### src/rtl/rf_ctrl_pkg.sv
// Shared types and widths for the register-file write-port controller.
package rf_ctrl_pkg;

  localparam int unsigned REG_W    = 5;
  localparam int unsigned DATA_W   = 32;
  localparam int unsigned NUM_REGS = 1 << REG_W;
  localparam logic [REG_W-1:0] REG_ZERO = REG_W'(0);

  typedef struct packed {
    logic [REG_W-1:0]  rd;
    logic [DATA_W-1:0] data;
  } rf_wr_t;

  // One-hot register mask used by the pending scoreboard.
  function automatic logic [NUM_REGS-1:0] reg_onehot(input logic [REG_W-1:0] r);
    reg_onehot = NUM_REGS'(1) << r;
  endfunction

endpackage

### src/rtl/rf_result_fifo.sv
// Small FIFO buffering MDU results while WB owns the register-file port.
module rf_result_fifo
  import rf_ctrl_pkg::*;
#(
  parameter int unsigned DEPTH = 2
) (
  input  logic   clk,
  input  logic   reset,
  input  logic   push,
  input  rf_wr_t push_data,
  input  logic   pop,
  output rf_wr_t head,
  output logic   full,
  output logic   empty
);

  localparam int unsigned PTR_W = (DEPTH > 1) ? $clog2(DEPTH) : 1;
  localparam int unsigned CNT_W = $clog2(DEPTH + 1);

  rf_wr_t           mem [DEPTH];
  logic [PTR_W-1:0] wr_ptr;
  logic [PTR_W-1:0] rd_ptr;
  logic [CNT_W-1:0] count;
  logic             do_push;
  logic             do_pop;

  assign full    = (count == CNT_W'(DEPTH));
  assign empty   = (count == '0);
  assign do_push = push && !full;
  assign do_pop  = pop && !empty;
  assign head    = mem[rd_ptr];

  // Pointers wrap naturally because DEPTH is a power of two.
  always_ff @(posedge clk or negedge reset) begin
    if (!reset) begin
      wr_ptr <= '0;
      rd_ptr <= '0;
      count  <= '0;
    end else begin
      if (do_push) wr_ptr <= wr_ptr + PTR_W'(1);
      if (do_pop)  rd_ptr <= rd_ptr + PTR_W'(1);
      case ({do_push, do_pop})
        2'b10:   count <= count + CNT_W'(1);
        2'b01:   count <= count - CNT_W'(1);
        default: count <= count;
      endcase
    end
  end

  always_ff @(posedge clk) begin
    if (do_push) mem[wr_ptr] <= push_data;
  end

endmodule

### src/rtl/rf_write_arbiter.sv
// Shares the register-file write port between WB and the MDU result FIFO,
// and tracks outstanding MDU destinations to stall decode on RAW/WAW hazards.
module rf_write_arbiter
  import rf_ctrl_pkg::*;
#(
  parameter int unsigned DEPTH      = 2,
  parameter int unsigned STARVE_MAX = 4
) (
  input  logic                clk,
  input  logic                reset,
  input  logic                wb_valid,
  input  logic [REG_W-1:0]    wb_reg,
  input  logic [DATA_W-1:0]   wb_data,
  input  logic                mdu_issue,
  input  logic [REG_W-1:0]    mdu_issue_reg,
  input  logic                mdu_valid,
  input  logic [REG_W-1:0]    mdu_reg,
  input  logic [DATA_W-1:0]   mdu_data,
  output logic                mdu_ready,
  input  logic [REG_W-1:0]    dec_rs,
  input  logic [REG_W-1:0]    dec_rt,
  input  logic [REG_W-1:0]    dec_dst,
  output logic                stall,
  output logic                rf_write,
  output logic [REG_W-1:0]    rf_write_reg,
  output logic [DATA_W-1:0]   rf_write_data,
  output logic [NUM_REGS-1:0] pending,
  output logic                err
);

  localparam int unsigned STV_W = $clog2(STARVE_MAX + 1);

  rf_wr_t              fifo_head;
  rf_wr_t              port;
  logic                fifo_full;
  logic                fifo_empty;
  logic                accept;
  logic                wb_take;
  logic                pop;
  logic [NUM_REGS-1:0] pop_mask;
  logic [NUM_REGS-1:0] visible;
  logic [NUM_REGS-1:0] pending_nxt;
  logic [STV_W-1:0]    starve_cnt;
  logic [STV_W-1:0]    starve_nxt;
  logic                err_nxt;

  assign mdu_ready = !fifo_full;
  assign accept    = mdu_valid && mdu_ready;

  rf_result_fifo #(.DEPTH(DEPTH)) u_fifo (
    .clk       (clk),
    .reset     (reset),
    .push      (accept),
    .push_data ('{rd: mdu_reg, data: mdu_data}),
    .pop       (pop),
    .head      (fifo_head),
    .full      (fifo_full),
    .empty     (fifo_empty)
  );

  // Port grant: WB first, FIFO head when WB leaves the port free.
  always_comb begin
    wb_take  = wb_valid && (wb_reg != REG_ZERO);
    pop      = !wb_take && !fifo_empty;
    port     = '0;
    rf_write = 1'b0;
    if (wb_take) begin
      port     = '{rd: wb_reg, data: wb_data};
      rf_write = 1'b1;
    end else if (pop) begin
      port     = fifo_head;
      rf_write = (fifo_head.rd != REG_ZERO);
    end
  end

  assign rf_write_reg  = port.rd;
  assign rf_write_data = port.data;

  // The register being popped is forwarded by the RF, so it no longer blocks decode.
  always_comb begin
    pop_mask = pop ? reg_onehot(fifo_head.rd) : '0;
    visible  = pending & ~pop_mask;
    stall    = visible[dec_rs] || visible[dec_rt] || visible[dec_dst] ||
               fifo_full || (starve_cnt == STV_W'(STARVE_MAX));
  end

  always_comb begin
    pending_nxt = pending & ~pop_mask;
    if (mdu_issue && (mdu_issue_reg != REG_ZERO)) begin
      pending_nxt = pending_nxt | reg_onehot(mdu_issue_reg);
    end
    pending_nxt[0] = 1'b0;
  end

  always_comb begin
    starve_nxt = starve_cnt;
    if (fifo_empty || pop) begin
      starve_nxt = '0;
    end else if (wb_take && (starve_cnt != STV_W'(STARVE_MAX))) begin
      starve_nxt = starve_cnt + STV_W'(1);
    end
  end

  always_comb begin
    err_nxt = err;
    if (accept && ((mdu_reg == REG_ZERO) || !pending[mdu_reg])) err_nxt = 1'b1;
    if (wb_valid && pending[wb_reg]) err_nxt = 1'b1;
  end

  always_ff @(posedge clk or negedge reset) begin
    if (!reset) begin
      pending    <= '0;
      starve_cnt <= '0;
      err        <= 1'b0;
    end else begin
      pending    <= pending_nxt;
      starve_cnt <= starve_nxt;
      err        <= err_nxt;
    end
  end

endmodule

### config.mk
export PLATFORM = sky130hd
export DESIGN_NAME = rf_write_arbiter
export DESIGN_NICKNAME = d
export VERILOG_FILES = /design/src/rtl/rf_ctrl_pkg.sv /design/src/rtl/rf_result_fifo.sv /design/src/rtl/rf_write_arbiter.sv
export SDC_FILE = /design/constraint.sdc
export NUM_CORES = 1
export LEC_CHECK = 0
export ABC_AREA = 1
export BUFFER_PORTS_ARGS = -buffer_cell sky130_fd_sc_hd__buf_2
export CORE_ASPECT_RATIO = 0.9
export CORE_MARGIN = 1
export CORE_UTILIZATION = 35
export CTS_BUF_LIST = sky130_fd_sc_hd__clkbuf_4 sky130_fd_sc_hd__clkbuf_8
export CTS_CLUSTER_SIZE = 20
export DETAILED_ROUTE_END_ITERATION = 12
export PLACE_DENSITY_LB_ADDON = 0.05
export SLEW_MARGIN = 20
export SYNTH_ARGS = -nofsm -noshare
export SYNTH_HDL_FRONTEND = slang
export SYNTH_HIERARCHICAL = 1
export SYNTH_SLANG_ARGS = --single-unit
### constraint.sdc
create_clock -name clk -period 4.35 [get_ports clk]
set_input_delay 0.6525 -clock clk [delete_from_list [all_inputs] [get_ports clk]]
set_output_delay 0.6525 -clock clk [all_outputs]
set_load 0.03 [all_outputs]
==> flow_summary.ini <==
[clock_tree]
ctsRootBufferMaster = clkbuf_8
clock_path_buffers = 2
ctsHoldBuffers = 0
cts-resized-gates = 0
htree_levels = 4
cts.sinks = 113
cts_tree = yes
cts_setup_buffers = 0
clkSlewWorstSetupHoldPaths_ps = 90
cts_buffers = 17
clock_latency_ps = 450

[finish]
stdcell_area_mm2 = 0.00831
layout-drive-gt1-share_pct = 21.9
nNetsFinal = 1164
fill_cells = 2023
area_growth_pct = 20.5

[placement]
dpl.hpwl_mm = 18.4
place_ws_ps = 950
port_buffers = 170
postPlaceCellArea_mm2 = 0.00787
gp_congestion = 0.961

[timing]
timing_hold_violations_final = 0
hold_ws_ps = 121
rsz0062_at_grt = false
fmax_ghz = 0.257
maxSlewHeadroom_pct = 57.7
period_needed_ps = 3890
setup_viol = 0
slew_viol_final = 0
tightestPinTransition_ps = 628
fin_crit_sh_pct = 89.4
fin_skew_ps = 22.5
worst_slack_ps = 461
setup_tns_ps = 0

[logic_synthesis]
yosys.area.top_type = edfxtp_1
ys_seq_area_share_pct = 46.4
synth_top_cells_by_count = nand2_1, nand3_1, nor2_1
synth-main-ff-cell = edfxtp_1
yosysUniqueCellTypes = 36
yosysMostFrequentCell = nand2_1
ys_top_cells_by_area = edfxtp_1, nand2_1, dfrtp_1
syn_avg_cell_area_um2 = 7.61
ys_seq_elements = 113
netlist_instances = 907
syn_nets = 1009
ys_warn_count = 6
synth_area_mm2 = 0.00690
async_flop_share_pct = 34.5
yosysTopAreaCellShare_pct = 32.2
synth_edf_count = 74

[routing]
drt_first_pass_iters = 5
postRouteWirelength_mm = 24.8
vias_per_cell = 5.28
drt_iter0_markers = 802
vias = 7003
ant_nets = 0
drc_errors = 0
avgRoutedWirePerCell_um = 18.7

[run]
maxCapViolations = 0

[global_routing]
grt_pass1_wl_mm = 36.9
track_usage_pct = 25.1
antenna_found_initial = 1
grt_max_degree = 40
overflow = 0
first_global_vias = 6183

[hold_path]
hp-class = in -> async

[critical_path]
cp-start-kind = register
crit_chain = buf_4 -> nand2_1 -> nand2_1 -> inv_2 -> nand4_1 -> nor2_1 -> nand3_1 -> nand3_1 -> nand2_1 -> nor2_1 -> nand2_1 -> nand3_1 -> nand2_1 -> nand2_1 -> nand2_1 -> nor2_1 -> nand2_1 -> buf_2
crit_path_end_kind = primary output
critPathMaxStageDelay_ps = 390
arrival_ps = 3240
path_common_cell = nand2_1
critPathKind = reg -> out
startpoint = u_fifo/rd_ptr
slowest_stage = dfrtp_1
crit_path_max_fanout = 38
worst_ep_required_time_ps = 3700
worstReg2RegStart = u_fifo/count[1]

[floorplan]
floorplan.initialDensity_pct = 35.9
io_pins = 172
rows = 48
die_area_mm2 = 0.0203
die_w_um = 150
die_h_um = 135
core_mm2 = 0.0192

[power]
p_per_area_mw_per_mm2 = 677
vdd.ir_drop.worst_v = 0.000351
p_leak_nw = 3.90

[outcome]
status = completed
-- cells in the final DEF (no fill, tap or decap), drive strengths merged --
cell type,instances
nand2,300
buf,179
nand3,117
nor2,109
inv,75
edfxtp,74
o21ai,64
dfrtp,39
a22o,32
a21oi,19
clkbuf,17
nand4,8
o211ai,7
nor3,6
o22ai,5
a31oi,4
ha,3
clkinv,2
xnor2,2
a211oi,2
bufinv,2
clkinvlp,2
diode,1
xor2,1
o311ai,1
a221oi,1
a21o,1
o2111ai,1
nand3b,1
conb,1
-- worst paths after layout --
path / cells after the start / end / slack (ps)
max: 18 / stall / 460
min: 1 / u_fifo/count[1] / 120
max reg2reg: 6 / u_fifo/mem[1][16] / 1940
min reg2reg: 1 / err / 470
max in group asynchronous: 2 / pending[3] / 3720
min in group clk: 1 / u_fifo/mem[0][11] / 390
-- kinds of logic (layout without fill, tap and decap cells) --
| group | after synthesis | count (layout) | share of synthesized area, % |
|---|---|---|---|
| and+or+nand+nor | 541 | 541 | 33.0 |
| AOI/OAI and AO/OA | 137 | 137 | 12.4 |
| DFF | 113 | 113 | 46.4 |
| buffers and inverters | 109 | 277 | 7.31 |
| adders and majority gates | 3 | 3 | 0.544 |
| xor gates and xnor gates | 3 | 3 | 0.381 |
| other | 1 | 2 | 0.0544 |
-- through the flow --
step	total power [mW]	util [%]	std cells
6_report	5.62	43.2	1326
5_1_grt	5.99	43.2	1325
4_1_cts	5.63	43.1	1324
3_5_place_dp	4.56	41.0	1292
3_3_place_gp	4.57	41.0	1292
2_1_floorplan	3.61	-	907
-- power breakdown --
part	total (mW)	internal [mW]	switching, mW	leakage, nW
combinational	2.63	0.708	1.92	2.54
clock	1.06	0.536	0.523	0.207
sequential	1.94	1.51	0.422	1.15
-- sequential cells by signal (all words and copies together) (netlist names) --
| name | cells |
|---|---|
| err | 1 |
| u_fifo/count | 2 |
| starve_cnt | 3 |
| u_fifo/wr_ptr | 1 |
| pending | 31 |
| u_fifo/mem | 74 |
| u_fifo/rd_ptr | 1 |
-- critical path, delay by kind of cell (launching register included) --
kind | cells | cell delay (ps)
buffers and inverters | 3 | 670
DFF | 1 | 390
and+or+nand+nor | 15 | 1740
-- metal layers --
metal / global-route usage, % / wire, um / share of wire (%)
met5: 0 / 0 / 0
met4: 6.34 / 323 / 1.3
met3: 6.30 / 2150 / 8.7
met2: 35.4 / 10700 / 43
met1: 37.7 / 11700 / 47
-- final cells by class --
type	count	area, um2	share of cell area, %
multi-input combinational	685	3200	38.6
sequential	113	3200	38.5
timing repair buffer	179	931	11.2
tap	250	313	3.76
inverter	66	248	2.98
clock buffer	17	234	2.81
clock inverter	15	181	2.18
antenna	1	2.50	0.0301
Power figures use the tool's default switching activity.
